File: config.mk
export PLATFORM = sky130hd
export DESIGN_NAME = prog_clk_div
export DESIGN_NICKNAME = d
export VERILOG_FILES = /design/src/rtl/prog_clk_div.sv
export SDC_FILE = /design/constraint.sdc
export NUM_CORES = 1
export LEC_CHECK = 0
export ABC_AREA = 1
export CAP_MARGIN = 20
export CORE_UTILIZATION = 30
export CTS_CLUSTER_SIZE = 12
export DETAILED_ROUTE_END_ITERATION = 10
export GPL_TIMING_DRIVEN = 1
export SLEW_MARGIN = 10
export SYNTH_ARGS = -nofsm -noshare
export SYNTH_HDL_FRONTEND = slang
export SYNTH_SLANG_ARGS = --single-unit
File: constraint.sdc
create_clock -name clk -period 3.8 [get_ports clk]
set_input_delay 0.38 -clock clk [delete_from_list [all_inputs] [get_ports clk]]
set_output_delay 0.38 -clock clk [all_outputs]
set_load 0.03 [all_outputs]
File: src/rtl/prog_clk_div.sv
// Programmable multi-channel clock divider with shadowed divisor writes.
// Optional free-running counter output enabled by defining PROG_CLK_DIV_FREERUN_EN.
module prog_clk_div #(
    parameter int N_CH  = 4,
    parameter int CNT_W = 16
) (
    input  logic             clk,
    input  logic             RESETn,
    input  logic             wr_valid,
    output logic             wr_ready,
    input  logic [3:0]       wr_ch,
    input  logic [CNT_W-1:0] wr_div,
    output logic             wr_err,
    output logic [N_CH-1:0]  pend,
    output logic [N_CH-1:0]  tick,
    output logic [N_CH-1:0]  clk_out
`ifdef PROG_CLK_DIV_FREERUN_EN
    ,
    output logic [CNT_W-1:0] freerun
`endif
);

    localparam logic [CNT_W-1:0] ONE = CNT_W'(1);

    logic [CNT_W-1:0] div_q    [N_CH];
    logic [CNT_W-1:0] cnt_q    [N_CH];
    logic [CNT_W-1:0] shadow_q [N_CH];
    logic [N_CH-1:0]  sel;
    logic             wr_in_range;
    logic             accept;

    // One-hot decode of wr_ch; all-zero when the index is out of range.
    always_comb begin
        sel = '0;
        for (int unsigned i = 0; i < N_CH; i++) begin
            sel[i] = (wr_ch == 4'(i));
        end
    end

    assign wr_in_range = |sel;
    assign wr_ready    = ~|(sel & pend);
    assign accept      = wr_valid & wr_ready;

    always_ff @(posedge clk or negedge RESETn) begin
        if (!RESETn) begin
            for (int unsigned i = 0; i < N_CH; i++) begin
                div_q[i]    <= '0;
                cnt_q[i]    <= '0;
                shadow_q[i] <= '0;
            end
            pend    <= '0;
            tick    <= '0;
            clk_out <= '0;
            wr_err  <= 1'b0;
        end else begin
            wr_err <= accept & ~wr_in_range;
            for (int unsigned i = 0; i < N_CH; i++) begin
                tick[i] <= 1'b0;
                if (div_q[i] == '0) begin
                    if (accept && sel[i]) begin
                        div_q[i] <= wr_div;
                        cnt_q[i] <= '0;
                    end
                end else begin
                    if (cnt_q[i] == div_q[i] - ONE) begin
                        cnt_q[i] <= '0;
                        if (pend[i] && (shadow_q[i] == '0)) begin
                            div_q[i]   <= '0;
                            clk_out[i] <= 1'b0;
                            pend[i]    <= 1'b0;
                        end else begin
                            tick[i]    <= 1'b1;
                            clk_out[i] <= ~clk_out[i];
                            if (pend[i]) begin
                                div_q[i] <= shadow_q[i];
                                pend[i]  <= 1'b0;
                            end
                        end
                    end else begin
                        cnt_q[i] <= cnt_q[i] + ONE;
                    end
                    // pend is clear whenever a write is accepted, so this never races the swap above
                    if (accept && sel[i]) begin
                        shadow_q[i] <= wr_div;
                        pend[i]     <= 1'b1;
                    end
                end
            end
        end
    end

`ifdef PROG_CLK_DIV_FREERUN_EN
    always_ff @(posedge clk or negedge RESETn) begin
        if (!RESETn) begin
            freerun <= '0;
        end else begin
            freerun <= freerun + ONE;
        end
    end
`endif

endmodule
==> results.md <==
- Final #Nets: roughly 2000
- Post-Route Utilization: around 34%
- Reg clk slew, reported paths: roughly 0.060 ns
- Pwr Total: roughly 13 mW
- Number of diodes: 0
- Setup Fix Bufs, Post-CTS: 0
- Vias per cell: 4.864
- Share of cells above drive strength 1: a little over 8%
- Largest fanout on the critical path: 29
- Clk sinks: 205
- Unrepaired setup endpoints after global routing: false
- Initial antenna violation count: 1
- FF-to-FF setup slack: roughly 0.97 ns
- First-pass GRT wire length: approximately 64 mm
- Seq/Total Area, Yosys: 36.82%
- Post-route setup TNS: 0 ns
- Top post-synthesis cells by area: dfrtp_1, nand2_1, inv_1
- Post-synth top area share: approximately 37%
- Port-buffer cells: 36
- Fin crit period: 2.833 ns
- Post-CTS Hold Buffers: 1
- CTS H-tree depth: 1
- Predominant post-synthesis flop cell: dfrtp_1
- TritonCTS Buffers: 25
- Site Rows: 78
- Critical path startpoint category: flip-flop
- Worst EP arrival: approximately 3.3 ns
- Initial Utilization: a little under a third
- Crit-path slowest cell: nand2_2
- CP Capture Type: flip-flop
- Fin cells: ~2600
- Hold Fails Final Rpt: 0
- Slew Limit Fails: 0
- Die X: ~220 microns
- Syn Nets: 2010
- Ys Warns: 0
- Clock Latency Late Sink: roughly 0.54 ns
- Drt first-iter violations: roughly 850
- Post-synth cell types: 52
- Post-synth EDFFs: 0
- Clk root buf: clkbuf_16
- ANT nets after route: 0
- WL final: around 39 mm
- Largest net degree at the start of global routing: 88
- Syn Area/Cell: about 7.1 sq um
- Crit-path max cell delay: between 0.4 and 0.5 ns
- Num ports: 37
- Clock tree from TritonCTS: yes
- DR pass1 iterations: 5
- Fmax achieved: between 300 and 400 MHz
- Clk buf depth: 3
- Post-synthesis register bit count: about 200
- Die area: around 47000 sq um
- Setup Skew: 0.01145 ns
- Lkg Pwr: roughly 7.6 nW
- # resized after CTS: 0
- Routed vias: approximately 13000
- Relative slew slack: between 30% and 40%
- Crit-path most repeated cell: nor2_1
- Critical Path, Cell by Cell: inv_1, ha_1, nand2_1, nor2_1, nor2_1, nor2_1, nand3_1, nor2_1, nand4_2, nand2_2, nand2_2, nand2_1, nand2_1
- Layout area overhead: 12.05%
- Core area: roughly 46000 sq um
- Worst path bufs/invs: 1
- DPL Wire Length: roughly 29 mm
- Syn Inst Count: just under 2000
- Vias in the first global route: approximately 12000
- Dpl cells: between 2000 and 3000
- Run status: complete, no violations
- Tightest Hold Check Type: in -> async
- Family with the most delay on the worst path: simple AND/OR/NAND/NOR gates
- Crit path kind: reg -> reg
- Gp weighted congestion: about 0.9
- Die height: roughly 220 microns
- # setup viols final: 0
- Peak VDD IR: about 0.43 mV
- Overflow after GRT: 0
- Slew @ Worst Pin: 0.9534 ns
- P per Cell Area: roughly 800 nW/um^2
- Async set-reset flop share out of synthesis: 100.0%
- DRC: 0
- DR WL/cell: about 15 microns
- CP required: 4.22 ns
- Max cap viols: 0
- Gr usage total: 16.66%
- Fin crit share: roughly three quarters
- Leading area contributor after synthesis: dfrtp_1
- Synth Cell Area: between 10000 and 15000 sq um
cells in the final DEF, fill, tap and decap left out, types with 3 or more instances in the layout:
master,n
nand4_1,48
buf_4,10
nand3_1,154
inv_2,7
xnor2_1,35
dfrtp_1,205
clkdlybuf4s50_1,35
clkbuf_16,25
xor2_1,69
a31o_2,4
nand3b_1,16
nand2_4,5
o21ai_0,125
nor2_1,181
nand2_1,582
nor2_4,8
clkinv_2,3
nand2_8,3
a21oi_1,44
nor3_1,36
nand3_2,10
clkbuf_1,6
inv_1,237
ha_1,12
nor4_1,25
bufinv_16,3
nand2_2,18
o22ai_2,9
a21oi_2,3
clkbuf_8,4
o22ai_1,24
nor2_2,34
stage by stage:
stage	hold WS (ns)	cell area [sq um]	setup WS [ns]
2_1_floorplan	0.08441	13930	1.672
3_3_place_gp	0.3744	14770	0.9283
3_5_place_dp	0.3876	14770	0.8401
4_1_cts	0.4401	15610	0.9837
5_1_grt	0.5020	15610	0.5920
6_report	0.4187	15610	0.9674
cell families after synthesis:
| kind of cell | Yosys count | share of synthesized area (%) |
|---|---|---|
| muxes | 1 | 0.07185 |
| xor gates and xnor gates | 105 | 6.655 |
| buffers and inverters | 304 | 9.376 |
| adders and majority gates | 12 | 1.078 |
| DFF | 205 | 36.82 |
| and+or+nand+nor | 1131 | 36.94 |
| AOI/OAI and AO/OA | 217 | 9.062 |
cell usage after synthesis, types with 18 or more instances:
master / count
xor2_1: 69
nand2_2: 18
nor2_2: 33
nor4_1: 25
nand4_1: 48
clkbuf_1: 21
a21oi_1: 44
nor3_1: 36
nor2_1: 182
dfrtp_1: 205
nand2_1: 582
inv_1: 237
xnor2_1: 35
o21ai_0: 125
o22ai_1: 24
nand3_1: 154
report_power, final:
part           total [mW]  internal (mW)  leakage, nW  switching [mW]
Combinational        6.10           2.25         4.74            3.85
Sequential           4.22           3.04         2.45            1.18
Clock                2.43           1.49        0.399           0.944
worst register-to-register path, delay by kind of cell (launching register included):
family | cells | cell delay [ns]
flip-flops | 1 | 0.41
buffers and inverters | 1 | 0.14
adder cells (fa/ha/maj) | 1 | 0.28
AND/OR/NAND/NOR | 11 | 1.89
layout make-up:
class | instances | area [sq um]
fillers | 4846 | 29970
multi-input cells | 1466 | 7498
flip-flops and latches | 205 | 5130
inverters | 248 | 934.6
well taps | 600 | 750.7
clock buffers | 35 | 703.2
repair buffers | 48 | 470.5
clock inverters | 8 | 123.9
flip-flops by register name, indices dropped and copies added, names as in the netlist:
signal    cells
clk_out       4
tick          4
pend          4
shadow_q     64
wr_err        1
div_q        64
cnt_q        64
final timing paths:
check | startpoint | end | depth (start not counted)
min | RESETn | cnt_q[58] | 2
min in group clk | div_q[49] | div_q[49] | 2
max reg2reg | div_q[0] | div_q[13] | 13
min reg2reg | div_q[49] | div_q[49] | 2
max | div_q[0] | div_q[13] | 13
max in group asynchronous | RESETn | cnt_q[47] | 3
metal layers:
layer | vias up | routed length [microns] | part of all wire (%) | global-route usage (%)
met5 | - | 0 | 0 | 0
met4 | 0 | 897 | 2.3 | 5.164
met3 | 61 | 1938 | 5.0 | 2.273
met2 | 287 | 18210 | 47 | 27.70
met1 | 5989 | 17840 | 46 | 22.28
li1 | 6359 | - | - | -
Note: power is estimated with default switching activity, not from simulation.
